===== src/rtl/dft_octave_scheduler.sv =====
// dft_octave_scheduler: per-sample top-octave pass plus one ruler-sequence secondary octave pass
module dft_octave_scheduler #(
   parameter int OC  = 5,
   parameter int BPO = 24
) (
   input  logic                   clk,
   input  logic                   rst,
   input  logic                   sampleReady,
   output logic                   ready,
   output logic [OC-1:0]          writeMask,
   output logic                   doCalculations,
   output logic [$clog2(OC)-1:0]  octave,
   output logic                   operation,
   output logic [$clog2(BPO)-1:0] bin,
   output logic                   finishedProcessing,
   output logic [OC-2:0]          phase,
   output logic [7:0]             dropCount
);
   localparam int OW = $clog2(OC);
   localparam int BW = $clog2(BPO);
   localparam int PW = OC - 1;
   typedef enum logic [2:0] {ST_WAIT, ST_WRITE, ST_SUB, ST_ADD, ST_DONE} state_t;
   state_t        state_q, state_d;
   logic          pass_q, pass_d;
   logic [BW-1:0] bin_q, bin_d;
   logic [OW-1:0] octave_q, octave_d, sec;
   logic [PW-1:0] phase_q, phase_d;
   logic [7:0]    drop_q, drop_d;
   logic          has_sec, last_bin;
   always_comb begin
      sec = '0;
      for (int i = PW - 1; i >= 0; i--) if (phase_q[i]) sec = OW'(i + 1);
      has_sec  = |phase_q;
      last_bin = bin_q == BW'(BPO - 1);
      state_d  = state_q;
      pass_d   = pass_q;
      bin_d    = bin_q;
      octave_d = octave_q;
      phase_d  = phase_q;
      drop_d   = (sampleReady && state_q != ST_WAIT && drop_q != 8'hff) ? drop_q + 8'd1 : drop_q;
      case (state_q)
         ST_WAIT: if (sampleReady) state_d = ST_WRITE;
         ST_WRITE: begin
            pass_d   = 1'b0;
            bin_d    = '0;
            octave_d = '0;
            state_d  = ST_SUB;
         end
         ST_SUB: begin
            bin_d = last_bin ? '0 : bin_q + 1'b1;
            if (last_bin) state_d = ST_ADD;
         end
         ST_ADD: begin
            bin_d = last_bin ? '0 : bin_q + 1'b1;
            if (last_bin) begin
               if (!pass_q && has_sec) begin
                  pass_d   = 1'b1;
                  octave_d = sec;
                  state_d  = ST_SUB;
               end else begin
                  octave_d = '0;
                  state_d  = ST_DONE;
               end
            end
         end
         ST_DONE: begin
            phase_d = phase_q + 1'b1;
            pass_d  = 1'b0;
            state_d = ST_WAIT;
         end
         default: state_d = ST_WAIT;
      endcase
      writeMask = '0;
      if (state_q == ST_WRITE) begin
         writeMask[0] = 1'b1;
         if (has_sec) writeMask[sec] = 1'b1;
      end
      ready              = state_q == ST_WAIT;
      operation          = state_q == ST_ADD;
      doCalculations     = state_q == ST_SUB || state_q == ST_ADD;
      finishedProcessing = state_q == ST_DONE;
      octave             = octave_q;
      bin                = bin_q;
      phase              = phase_q;
      dropCount          = drop_q;
   end
   always_ff @(posedge clk) begin
      if (rst) begin
         state_q  <= ST_WAIT;
         pass_q   <= 1'b0;
         bin_q    <= '0;
         octave_q <= '0;
         phase_q  <= '0;
         drop_q   <= '0;
      end else begin
         state_q  <= state_d;
         pass_q   <= pass_d;
         bin_q    <= bin_d;
         octave_q <= octave_d;
         phase_q  <= phase_d;
         drop_q   <= drop_d;
      end
   end
endmodule

===== config.mk =====
export PLATFORM = sky130hd
export DESIGN_NAME = dft_octave_scheduler
export DESIGN_NICKNAME = d
export VERILOG_FILES = /design/src/rtl/dft_octave_scheduler.sv
export SDC_FILE = /design/constraint.sdc
export NUM_CORES = 1
export LEC_CHECK = 0
export CAP_MARGIN = 10
export CORE_ASPECT_RATIO = 0.5
export CORE_UTILIZATION = 43
export CTS_CLUSTER_DIAMETER = 50
export DETAILED_ROUTE_END_ITERATION = 16
export GPL_ROUTABILITY_DRIVEN = 0
export HOLD_SLACK_MARGIN = 0.02
export PLACE_DENSITY_LB_ADDON = 0.05
export RECOVER_POWER = 100
export SYNTH_ARGS = -nofsm -noshare
export SYNTH_HDL_FRONTEND = slang
export SYNTH_SLANG_ARGS = --single-unit
export TNS_END_PERCENT = 30

===== constraint.sdc =====
create_clock -name clk -period 1.6 [get_ports clk]
set_input_delay 0.24 -clock clk [delete_from_list [all_inputs] [get_ports clk]]
set_output_delay 0.24 -clock clk [all_outputs]
set_load 0.03 [all_outputs]

==> results of run 1 <==
registers in the layout (all words and copies together) (netlist names):
| signal | count |
|---|---|
| dropCount | 8 |
| octave | 3 |
| bin | 5 |
| phase | 4 |
| state_q | 3 |
| pass_q | 1 |
worst max-delay path by stage:
stage | slack (ns) | cells past startpoint | end | startpoint
after floorplan | -0.41 | 6 | writeMask[3] | phase[0]
after global routing | -0.46 | 6 | writeMask[3] | phase[0]
after detailed placement | -0.18 | 6 | writeMask[3] | phase[1]
final | -0.39 | 6 | writeMask[3] | phase[0]
after CTS | -0.41 | 6 | writeMask[3] | phase[0]
after global placement | -0.12 | 6 | writeMask[3] | phase[1]
area by class of cell:
class,count,area [um2],share of cell area [%]
Clock buffer,4,45.0,2.45
Inverter,2,12.5,0.680
Multi-Input combinational cell,107,781,42.4
Sequential cell,24,488,26.5
Tap cell,37,46.3,2.52
Timing Repair Buffer,57,467,25.4
repair_timing:
action | in CTS | in global routing
resized for setup | 22 | 14
setup endpoints to repair | 20 | 16
setup buffers | 2 | 0
pin swaps | 1 | 2
gates cloned | 0 | 0
hold buffers | 0 | 0
through the flow:
step           utilization [%]  std cells  area, um2  hold slack (ns)  setup slack [ns]
3_5_place_dp              66.8        225       1780            0.513            -0.185
2_1_floorplan                -        142       1330            0.493            -0.407
3_3_place_gp              66.8        225       1780            0.509            -0.119
4_1_cts                   69.8        231       1860            0.531            -0.411
5_1_grt                   68.9        231       1840            0.570            -0.456
6_report                  68.9        231       1840            0.531            -0.394
metal layers:
layer / share of wire, % / vias to the layer above
met3: 4.1 / 2
li1: - / 617
met2: 49 / 23
met5: 0 / -
met1: 46 / 574
met4: 0.42 / 0
logic make-up (layout without fill, tap and decap cells):
logic type      Yosys count  in the layout
compound gates           28             28
xor+xnor                  6              6
fa+ha+maj                 4              4
buf+inv                  11             63
flops                    24             24
mux                       4              4
simple gates             65             65
cell usage in the layout, fill, tap and decap left out, types with 3 or more instances in the layout:
cell type,instances
nand2_1,6
nand2b_1,3
nor4_1,3
xor2_1,5
clkdlybuf4s50_1,6
buf_4,22
nor2_1,22
dlygate4sd2_1,12
ha_1,3
a31o_2,3
dfxtp_1,22
a21oi_1,7
nand4_1,3
nor3b_1,5
buf_6,5
and3_1,3
a22oi_1,3
clkbuf_2,3
mux2i_1,3
clkbuf_8,3
clkbuf_1,5
worst max-delay path, stage by stage (launching register included):
cell and delay [ns]:
dfxtp_4 0.38, inv_6 0.04, ha_4 0.14, nor3b_4 0.14, or3_4 0.37, nor4b_4 0.25, buf_6 0.17
report_power, final:
part           switching, uW  leakage [uW]  total [uW]  internal, uW
combinational            118      0.000583         196          77.8
clock                    186     0.0000228         364           178
sequential              13.0      0.000196         620           607
==> run_results.csv, run 1 <==
group,metric,value,unit
run_status,status,"finished with violations",
run_status,failed_checks,"negative setup slack",
setup_path,cp_max_fo,3,
sta,rsz0062_at_grt,"true",
global_route,overflow,0,
logic_synthesis,synth_area,0.00124,mm2
sta,worst_slew_pin_slew,0.382,ns
sta,timing.fmax,502,MHz
detailed_routing,vias_per_cell,5.26,
logic_synthesis,synth_mux_area_share,3.33,%
logic_synthesis,synth_adder_area_share,4.04,%
detailed_routing,drtPass1Iterations,4,
floorplanning,rows,13,
detailed_routing,ant_nets,0,
clock_tree,clock_sinks,24,
global_route,grtUsageMet1,25.2,%
setup_path,worst-setup-path-type,"flip-flop to output port",
logic_synthesis,synthTopCellsByCount,"dfxtp_1 (24), nor2_1 (23), a21oi_1 (7), nand2_1 (6)",
cells_and_area,syn_to_final_growth,48.5,%
sta,period_share,125,%
setup_path,crit_required,1.36,ns
cells_and_area,layout.nets,202,
logic_synthesis,yosysSeqAreaShare,38.8,%
logic_synthesis,synth_flop_cell,"dfxtp_1",
cells_and_area,num-fill-cells,246,
floorplanning,ioPinCount,32,
sta,hold_violations,0,
worst_hold_path,hold_end,"bin[3]",
global_route,top_usage_layer,"met2",
clock_tree,clk_latency,0.27,ns
detailed_routing,drc,0,
logic_synthesis,synth_xor_area_share,4.24,%
setup_path,worstReg2RegEnd,"octave[2]",
logic_synthesis,avgSynthCellArea,8.72,um2
setup_path,cp.arrival,1.75,ns
sta,setup_tns,-1.51,ns
global_route,use_met2,40.3,%
logic_synthesis,synth_top_area_cell,"dfxtp_1",
cells_and_area,diodes,0,
logic_synthesis,syn_nets,149,
clock_tree,root_buffer,"clkbuf_8",
clock_tree,clockBufferDepth,2,
sta,max_slew_margin,74.5,%
sta,drv_slew,0,
global_route,grt_max_degree,17,
logic_synthesis,synth-edff-count,0,
clock_tree,clk_pin_slew,0.09,ns
logic_synthesis,ys_warn_count,0,
logic_synthesis,synth_top_family_by_area,"simple AND/OR/NAND/NOR gates",
clock_tree,cts_tree,"built",
clock_tree,h-tree-depth,1,
setup_path,r2r_slack,0.01,ns
setup_path,rr_worst_depth,8,
floorplanning,core_area,0.00267,mm2
worst_hold_path,min_path_cells,2,
cells_and_area,layout-drive-gt1-share,30.4,%
detailed_routing,wire_per_inst,13.3,um
logic_synthesis,synth_compound_area_share,16.1,%
logic_synthesis,synth_seq_cells,24,
pwr,ir_drop,0.426,mV
floorplanning,fp.dieH,40.0,um
detailed_routing,vias,1216,
global_route,first_global_vias,1064,
floorplanning,initial_core_util,46.4,%
sta,period_minus_slack,1.99,ns
logic_synthesis,synthSimpleGateAreaFrac,28.8,%
logic_synthesis,yosysTopAreaCellShare,38.8,%
global_route,antenna_found_initial,0,
floorplanning,fp.dieW,77.9,um
setup_path,endpoint_kind,"output port",
placement,dp_hpwl,2110,um
global_route,track_usage,21.0,%
logic_synthesis,ys_types,40,
worst_hold_path,hp-class,"flip-flop to flip-flop",
sta,finalSetupViolations,5,
worst_hold_path,hp-start,"bin[3]",
placement,port_buffers,31,
pwr,finalPower,1180,uW
detailed_routing,wl,3070,um
setup_path,r2r_start,"phase[0]",
clock_tree,cts_buffers,3,
logic_synthesis,synthArstFlopShare,0,%
logic_synthesis,synth.area.top_cells,"dfxtp_1 (39%), nor2_1 (7.0%), ha_1 (4.0%)",
logic_synthesis,postSynthCellCount,142,
job,drv_cap,0,
setup_path,worst_setup_path_start_kind,"flip-flop",
detailed_routing,drtIter0Drc,35,
sta,fin_skew,0.00907,ns
logic_synthesis,yosysMostFrequentCell,"dfxtp_1",
global_route,grt_first_pass_wirelength,4910,um
floorplanning,die_area,0.00311,mm2
global_route,gr-usage-met3,5.45,%
sta,fin_ws,-0.394,ns
pwr,p_per_area,642,mW/mm2
pwr,p_leak,0.000801,uW
Note: power is estimated with default switching activity, not from simulation.
==> run 2: changes to the inputs <==
CTS_BUF_LIST = sky130_fd_sc_hd__clkbuf_16   (was not set)
==> run 2 against run 1 <==
  * The run still ends with negative setup slack left
  * First-iteration DRC count is 14% higher
  * Count of clock-buffer cells in the layout is 1 lower
  * Final area up 2.2%
  * Die area stayed put
  * Register-to-register slack is essentially flat
  * Critical path type unchanged
  * Critical endpoint unchanged
==> run_results.csv, run 2 (synthesis gave the netlist of run 1 again) <==
group,metric,value,unit
sta,period_share,123,%
sta,hold_violations,0,
sta,drv_slew,0,
setup_path,worst-setup-path-type,"flip-flop to output port",
clock_tree,cts_buffers,3,
placement,dp_hpwl,2110,um
pwr,ir_drop,0.446,mV
floorplanning,ioPinCount,32,
setup_path,cp.arrival,1.73,ns
sta,worst_slew_pin_slew,0.391,ns
cells_and_area,num-fill-cells,241,
placement,dp_cells,225,
worst_hold_path,hp-class,"flip-flop to flip-flop",
job,drv_cap,0,
clock_tree,postCtsHoldBufs,0,
global_route,first_global_vias,1071,
cells_and_area,final_util,70.5,%
run_status,status,"finished with violations",
cells_and_area,final_cell_mix,"nor2_1 (22), dfxtp_1 (22), buf_4 (20)",
sta,fin_skew,0.00640,ns
cells_and_area,final_area,0.00188,mm2
clock_tree,cts_tree,"built",
floorplanning,fp.dieH,40.0,um
placement,dp_slack,-0.185,ns
floorplanning,die_area,0.00311,mm2
pwr,p_per_area,721,mW/mm2
global_route,track_usage,20.8,%
detailed_routing,drtPass1Iterations,4,
setup_path,crit_required,1.36,ns
detailed_routing,drtIter0Drc,40,
sta,finalSetupViolations,5,
sta,period_minus_slack,1.97,ns
clock_tree,clockBufferDepth,2,
clock_tree,clk_latency,0.26,ns
global_route,antenna_found_initial,0,
clock_tree,clock_sinks,24,
global_route,overflow,0,
global_route,grt_first_pass_wirelength,4890,um
floorplanning,fp.dieW,77.9,um
detailed_routing,wl,3110,um
cells_and_area,largest_reg_flops,8,
global_route,grt_max_degree,17,
detailed_routing,ant_nets,0,
detailed_routing,vias_per_cell,5.31,
run_status,failed_checks,"negative setup slack",
floorplanning,core_area,0.00267,mm2
floorplanning,rows,13,
detailed_routing,drc,0,
clock_tree,root_buffer,"clkbuf_16",
clock_tree,clk_pin_slew,0.06,ns
cells_and_area,fin_cells,231,
detailed_routing,wire_per_inst,13.5,um
floorplanning,initial_core_util,46.4,%
cells_and_area,syn_to_final_growth,51.8,%
sta,max_slew_margin,73.9,%
setup_path,endpoint_kind,"output port",
clock_tree,h-tree-depth,1,
pwr,finalPower,1360,uW
sta,fin_ws,-0.373,ns
cells_and_area,layout-drive-gt1-share,30.9,%
detailed_routing,vias,1227,
sta,timing.fmax,507,MHz
cells_and_area,diodes,0,
pwr,p_leak,0.000820,uW
sta,rsz0062_at_grt,"true",
setup_path,cp_max_fo,3,
placement,place_area,0.00178,mm2
placement,port_buffers,31,
setup_path,worst_setup_path_start_kind,"flip-flop",
cells_and_area,layout.nets,202,
run 2: changes by cell type in the layout (fill, tap and decap cells not counted), moves of 2 or more:
cell             before  now
clkbuf_2              3    6
clkdlybuf4s50_1       6    8
clkbuf_8              3    0
clkbuf_16             0    3
clkbuf_1              5    3
buf_4                22   20
run 2: per-stage QoR:
stage / TNS (ns) / hold WS (ns)
floorplan: -1.73 / 0.493
global placement: -0.247 / 0.509
detailed placement: -0.429 / 0.513
CTS: -1.41 / 0.530
global route: -2.31 / 0.553
finish: -1.45 / 0.530
run 2: final timing paths:
| check | from | to | slack, ns | depth (start not counted) |
|---|---|---|---|---|
| setup / recovery | phase[0] | writeMask[3] | -0.37 | 6 |
| hold / removal | bin[3] | bin[3] | 0.53 | 2 |
| setup reg to reg | phase[0] | octave[2] | 0.01 | 8 |
| hold reg to reg | bin[3] | bin[3] | 0.53 | 2 |
run 2: what timing repair did:
item	4_1_cts	5_1_grt
setup buffers	2	0
resized for setup	21	14
endpoints found under the setup margin	19	15
pin swaps	1	1
run 2: final cells by class:
class	instances	area [um2]	share of cell area, %
Inverter	2	12.5	0.665
Clock inverter	1	3.75	0.200
Clock buffer	3	75.1	3.99
Sequential cell	24	488	25.9
Timing Repair Buffer	57	469	25.0
Multi-Input combinational cell	107	786	41.8
Tap cell	37	46.3	2.46
run 2: layer usage:
metal | GRT usage [%] | routed length, um
met3 | 4.77 | 86
met4 | 2.78 | 13
met2 | 40.7 | 1510
met5 | 0 | 0
met1 | 25.1 | 1500
run 2: worst max-delay path: stages, from the launching register on:
cell	delay [ns]
dfxtp_4	0.37
inv_6	0.04
ha_4	0.14
nor3b_4	0.14
or3_4	0.37
nor4b_4	0.25
buf_6	0.17
run 2: report_power, final:
part | internal [uW] | total, uW | switching [uW]
registers | 607 | 620 | 13.1
logic | 77.9 | 197 | 119
clock network | 333 | 538 | 204
==> run 3: changes to the inputs <==
CTS_CLUSTER_DIAMETER = 60   (was 50)
SETUP_SLACK_MARGIN = 0.15   (was not set)
==> run 3 against run 2 <==
  * The run still ends with negative setup slack left
  * Combinational power is 3% higher
  * Sequential share of layout area decreased by 1.6 points
  * Hold slack better by 0.020 ns
  * Critical endpoint is now writeMask[2]
==> run_results.csv, run 3 (synthesis gave the netlist of run 1 again) <==
group,metric,value,unit
placement,port_buffers,31,
run_status,status,"finished with violations",
cells_and_area,num-fill-cells,192,
run_status,failed_checks,"negative setup slack",
sta,whs,0.550,ns
clock_tree,clock_sinks,24,
global_route,grt_first_pass_wirelength,4550,um
cells_and_area,layout_commonest_cell,"buf_4",
detailed_routing,vias,1228,
clock_tree,clockBufferDepth,2,
sta,max_slew_margin,73.7,%
setup_path,endpoint_kind,"output port",
setup_path,crit_required,1.36,ns
sta,hold_violations,0,
global_route,first_global_vias,946,
placement,dp_hpwl,2120,um
sta,timing.fmax,498,MHz
pwr,p_per_area,733,mW/mm2
cells_and_area,seqCellArea,494,um2
setup_path,worst_setup_path_start_kind,"flip-flop",
cells_and_area,final_cell_mix,"buf_4 (26), nor2_1 (23), dfxtp_1 (17), dlygate4sd2_1 (17), buf_6 (7)",
cells_and_area,layout.nets,202,
detailed_routing,wl,3140,um
sta,finalSetupViolations,4,
clock_tree,root_buffer,"clkbuf_16",
sta,fin_skew,0.00489,ns
worst_hold_path,hp-class,"flip-flop to flip-flop",
detailed_routing,drtPass1Iterations,4,
floorplanning,core_area,0.00267,mm2
pwr,p_leak,0.000852,uW
sta,period_share,125,%
placement,dp_slack,-0.163,ns
sta,rsz0062_at_grt,"true",
detailed_routing,vias_per_cell,5.32,
sta,worst_slew_pin_slew,0.393,ns
cells_and_area,syn_to_final_growth,63.5,%
job,drv_cap,0,
floorplanning,fp.dieW,77.9,um
cells_and_area,diodes,0,
setup_path,worst-setup-path-type,"flip-flop to output port",
floorplanning,ioPinCount,32,
cells_and_area,largest_reg_flops,8,
floorplanning,rows,13,
detailed_routing,drtIter0Drc,51,
detailed_routing,ant_nets,0,
setup_path,cp_max_fo,3,
cells_and_area,multi_input_area,878,um2
setup_path,cpMaxStageDelayCell,"dfxtp_4",
setup_path,max_stage_delay,0.37,ns
sta,drv_slew,0,
detailed_routing,drc,0,
sta,fin_ws,-0.407,ns
pwr,ir_drop,0.486,mV
global_route,overflow,0,
global_route,grt_max_degree,15,
clock_tree,cts_tree,"built",
sta,period_minus_slack,2.01,ns
detailed_routing,wire_per_inst,13.6,um
cells_and_area,layout-drive-gt1-share,37.6,%
setup_path,crit_chain,"inv_6, ha_4, nor3b_4, or3_4, buf_4, nor3_4, buf_6",
clock_tree,clk_latency,0.26,ns
floorplanning,die_area,0.00311,mm2
setup_path,cp.arrival,1.77,ns
clock_tree,clk_pin_slew,0.06,ns
floorplanning,initial_core_util,46.4,%
global_route,track_usage,19.7,%
floorplanning,fp.dieH,40.0,um
clock_tree,cts_buffers,3,
global_route,antenna_found_initial,0,
clock_tree,h-tree-depth,1,
clock_tree,postCtsHoldBufs,0,
-- run 3: cell types whose count changed in the layout (fill, tap and decap cells not counted), sizes merged --
cell	change
dlymetal6s2s	-1
clkdlybuf4s15	+2
clkbuf	-7
buf	+7
dlygate4sd2	+6
clkdlybuf4s50	-6
inv	-1
-- run 3: metal layers --
metal	track usage (%)	up-vias	routed length [um]
met5	0	-	0
met2	34.5	30	1420
met3	5.68	4	172
met1	25.7	573	1520
li1	-	621	-
met4	2.78	0	25
-- run 3: repair_timing --
| item | CTS | global route |
|---|---|---|
| pin swaps | 10 | 13 |
| endpoints found under the setup margin | 37 | 27 |
| buffers inserted | 2 | 3 |
| gates resized for setup | 34 | 30 |
-- run 3: per-stage QoR --
stage / setup TNS, ns / std cells / total power [uW] / utilization (%) / area [um2]
6_report: -1.34 / 231 / 1480 / 75.9 / 2030
5_1_grt: -1.66 / 231 / 1550 / 75.9 / 2030
4_1_cts: -1.33 / 228 / 1490 / 71.0 / 1890
3_5_place_dp: -0.218 / 222 / 830 / 65.8 / 1760
3_3_place_gp: -0.159 / 222 / 829 / 65.8 / 1760
2_1_floorplan: -1.50 / 142 / 759 / - / 1340
-- run 3: cell type report --
class | count | share of cell area [%]
clock buffers | 4 | 4.94
inverters | 2 | 0.741
multi-input cells | 107 | 43.4
flip-flops and latches | 24 | 24.4
well taps | 37 | 2.29
repair buffers | 57 | 24.3
-- run 3: power breakdown --
group          internal (uW)  total (uW)  switching (uW)
combinational           85.5         203             117
clock                    434         651             217
sequential               609         630            20.9
total                   1130        1480             355
-- run 3: final timing paths --
check                start      endpoint  slack (ns)  depth (start not counted)
setup / recovery  phase[0]  writeMask[2]       -0.41                          7
hold reg to reg     bin[0]        bin[0]        0.55                          2
hold / removal      bin[0]        bin[0]        0.55                          2
setup reg to reg  phase[0]     octave[1]        0.02                          9
-- run 3: worst max-delay path: cells and delay by family, from the launching register on --
kind	cells	cell delay [ns]
flops	1	0.37
fa+ha+maj	1	0.14
buf+inv	3	0.35
simple gates	3	0.66
==> patch 1, RTL diff (settings of run 3) <==
`OC`: 5 -> 10.
--- a/src/rtl/dft_octave_scheduler.sv
+++ b/src/rtl/dft_octave_scheduler.sv
@@ -1,6 +1,6 @@
 // dft_octave_scheduler: per-sample top-octave pass plus one ruler-sequence secondary octave pass
 module dft_octave_scheduler #(
-   parameter int OC  = 5,
+   parameter int OC  = 10,
    parameter int BPO = 24
 ) (
    input  logic                   clk,
Interface: changed (resized octave, phase and writeMask); port bits go from 32 to 43. No check against the original RTL was run, so the function may have changed too.
==> patch 1 against run 3 <==
Sequential power is 21% higher. Global-route usage up 7.3 points. The run still ends with setup timing left. Synthesized area up 36%. Setup slack worse by 0.055 ns. Critical path type unchanged. Largest power group unchanged. Power rose by 32%. Final area grew 49%. Wire length grew 100%. Sequential cell count rose by 6.
==> patch 1: results (changes against run 3) <==
outcome -> complete, but fails checks
failing checks -> setup timing
P_leak -> 1.287 nW (+51%)
crit path launch -> phase[6]$_SDFFE_PP0P_
placed insts -> 325 (+46%)
Starting DRT DRC Count -> 89 (+75%)
final setup vio count -> 15 (+11)
worst r2r dst -> octave[2]$_SDFFE_PP0P_
worst vdd ir -> 0.5982 mV (+23%)
R2R setup slack -> -0.09 ns (-0.11 ns)
top post-synthesis cells by count -> 30 x dfxtp_1, 30 x nor2_1, 14 x nand2_1
Net Count, Synth -> 204 (+37%)
Area contributors post-synth -> dfxtp_1 36%, nor2_1 6.7%, a21oi_1 3.3%
WHS Endpoint -> octave[1]$_SDFFE_PP0P_
max reg flops -> 9 (+1)
gr usage total -> 0.2708 (+0.07346)
Placed Area -> 0.002613 mm^2 (+49%)
crit-path max FO -> 5 (+2)
worst setup path end -> writeMask[3]
Setup Total Neg Slack -> -4.086 ns (-2.748 ns)
grt met3 use -> 0.07261 (+0.01579)
met1 usage -> 0.3333 (+0.07611)
Non-Filler Instances -> 343 (+48%)
Post-DP HPWL -> 3373 um (+59%)
register area share after synthesis -> 0.3569 (-0.03100)
vias in the first global route -> 1835 (+94%)
Setup WS post-layout -> -0.4624 ns (-0.05507 ns)
post-layout net count -> 298 (+48%)
path depth of the worst reg2reg path -> 8 (-1)
Hold Slack -> 0.4623 ns (-0.08764 ns)
## patch 1: cell types whose count changed after synthesis, sizes merged, moves of 4 or more
cell,delta
nand3,+5
a21oi,+4
dfxtp,+6
xnor2,+5
nor2,+8
nand2,+8
nor3b,-4
inv,+6
nor3,+8
## patch 1: timing repair
item                       4_1_cts  5_1_grt
setup endpoints to repair       52       37
setup buffers                    9        1
pin swaps                       21       17
gates resized for setup         68       21
cloned                           0        0
hold endpoints to repair         0        0
## patch 1: layer usage
metal	part of all wire	wire, um
met4	0.034	216
met3	0.081	509
met5	0	0
met1	0.42	2627
met2	0.47	2920
## patch 1: worst max-delay path, stage by stage, from the launching register on
cell	delay [ns]
dfxtp_4	0.39
inv_1	0.11
a2111oi_4	0.44
nor2_1	0.11
buf_4	0.17
nor3_4	0.17
buf_6	0.15
## patch 1: cell type report
cell class	count	area, um^2
multi-input combinational	150	1277
tap	51	63.81
clock buffer	6	150.1
clock inverter	2	10.01
sequential	30	631.9
timing repair buffer	96	850.8
fill	205	570.5
inverter	8	30.03
## patch 1: kinds of logic (layout without fill, tap and decap cells)
| family | after synthesis | count (layout) | share of synthesized area |
|---|---|---|---|
| multiplexers | 5 | 5 | 0.03123 |
| buffers and inverters | 17 | 112 | 0.05130 |
| adder cells (fa/ha/maj) | 4 | 4 | 0.02974 |
| AND/OR/NAND/NOR | 94 | 94 | 0.3100 |
| XOR/XNOR | 9 | 9 | 0.04684 |
| AO/OA/AOI/OAI | 38 | 38 | 0.1740 |
| flip-flops | 30 | 30 | 0.3569 |
## patch 1: power by group through the flow
stage               clock [mW]  combinational, mW  sequential (mW)
finish                    1.00              0.195            0.764
global placement             0              0.177            0.777
floorplan                    0             0.0926            0.787
CTS                       1.01              0.186            0.762
global route              1.05              0.207            0.765
detailed placement           0              0.178            0.777
==> patch 2, RTL diff (settings of run 3) <==
Without the edit above. The 5 states of `state_t` get a one-hot encoding in 5 bits.
--- a/src/rtl/dft_octave_scheduler.sv
+++ b/src/rtl/dft_octave_scheduler.sv
@@ -19,7 +19,7 @@
    localparam int OW = $clog2(OC);
    localparam int BW = $clog2(BPO);
    localparam int PW = OC - 1;
-   typedef enum logic [2:0] {ST_WAIT, ST_WRITE, ST_SUB, ST_ADD, ST_DONE} state_t;
+   typedef enum logic [4:0] {ST_WAIT = 5'b00001, ST_WRITE = 5'b00010, ST_SUB = 5'b00100, ST_ADD = 5'b01000, ST_DONE = 5'b10000} state_t;
    state_t        state_q, state_d;
    logic          pass_q, pass_d;
    logic [BW-1:0] bin_q, bin_d;
Formal check against the unedited RTL: same outputs for any inputs over 10 cycles, from zero or initial values and one cycle with rst high; not proved beyond that.
==> patch 2 against run 3 <==
The run still ends with setup timing left. Wire length grew 36%. Die area grew 14%. Synthesized area grew 14%. Critical path depth shrank 1. Setup slack gained 0.085 ns. Sequential cell count grew 2. Non-clock buffer count grew 19. Final cell count grew 19%. Count of clock-buffer cells in the layout shrank 1. Clock skew shrank 0.0021 ns. Final area grew 16%. Highest routed layer unchanged.
Power is not compared: it rests on default switching activity, and its combinational part moved more than twofold at a synthesized area within 25%.
==> patch 2: results (changes against run 3) <==
placed insts -> 256 (+15%)
TritonRoute pass-1 iters -> 4 (unchanged)
crit-path max cell delay -> 0.43 ns (+0.06 ns)
register area share after synthesis -> 0.3678 (-0.02006)
crit path DAT -> 1.68 ns (-0.09 ns)
vias in the first global route -> 1446 (+53%)
Area contributors post-synth -> dfxtp_1 37%, nor2_1 4.8%, ha_1 4.4%
WHS Endpoint -> octave[1]$_SDFFE_PP0P_
Setup WS post-layout -> -0.3221 ns (+0.08525 ns)
WL per Instance -> 15.59 um (+15%)
Vias -> 1510 (+23%)
switching power -> 547.9 uW
Longest Clk Path Bufs -> 2 (unchanged)
pre-CTS worst setup slack -> -0.07923 ns (+0.08418 ns)
Mapped Cells -> 161 (+13%)
R2R setup slack -> -0.28 ns (-0.30 ns)
crit path launch -> state_q[3]$_SDFFE_PP0P_
gr usage total -> 0.2378 (+0.04046)
Placed Area -> 0.002034 mm^2 (+16%)
min-delay src -> octave[1]$_SDFFE_PP0P_
Starting DRT DRC Count -> 38 (-25%)
# fillers -> 234 (+22%)
path depth of the worst reg2reg path -> 5 (-4)
XOR/XNOR share of the synthesized area -> 0.02476 (-0.01767)
mux cell area share after synthesis -> 0.03095 (-0.002387)
first-pass GRT wire length -> 6637 um (+46%)
post-layout net count -> 243 (+20%)
final setup vio count -> 30 (+26)
crit-path max FO -> 3 (unchanged)
via/cell ratio -> 5.511 (+3.7%)
post-synth cell types -> 48 (+20%)
outcome -> complete, but fails checks
post-synthesis compound-gate area fraction -> 0.1760 (+0.01534)
largest net degree at the start of global routing -> 33 (+18)
top post-synthesis cells by count -> 26 x dfxtp_1, 18 x nor2_1, 11 x inv_1
Setup Skew -> 0.002793 ns (-0.002099 ns)
layout cells sized above 1 -> 0.4060 (+0.02969)
Net Count, Synth -> 169 (+13%)
Crit-path slowest cell -> or3_4
worst r2r dst -> state_q[0]$_SDFFE_PP1P_
Post-DP HPWL -> 2579 um (+22%)
failing checks -> setup timing
worst setup path end -> ready
Setup Total Neg Slack -> -5.390 ns (-4.052 ns)
crit-path leading delay family -> simple AND/OR/NAND/NOR gates
Adder-Cell Fraction of Synth Area -> 0.04421 (+0.003805)
Hold Slack -> 0.4586 ns (-0.09134 ns)
Max-slew headroom -> 0.7866 (+0.04955)
patch 2: cell type report:
cell class / count / area share
Tap cell: 40 / 0.02133
Timing Repair Buffer: 76 / 0.2907
Clock inverter: 1 / 0.001600
Clock buffer: 3 / 0.03200
Sequential cell: 26 / 0.2267
Inverter: 11 / 0.01760
Multi-Input combinational cell: 117 / 0.4101
patch 2: routing by layer:
metal  vias up  part of all wire  global-route usage
li1        743                 -                   -
met1       729              0.45              0.2797
met2        32              0.49              0.4311
met3         6             0.045             0.06890
met4         0             0.011             0.06207
met5         -                 0                   0
patch 2: worst min-delay path: stages (launching register included):
cell and delay, ns:
dfxtp_1 0.31, inv_1 0.05, o41ai_1 0.06
patch 2: what timing repair did:
item,4_1_cts,5_1_grt
buffers inserted,9,5
pin swaps,15,12
gates resized for setup,50,11
endpoints found under the setup margin,51,32
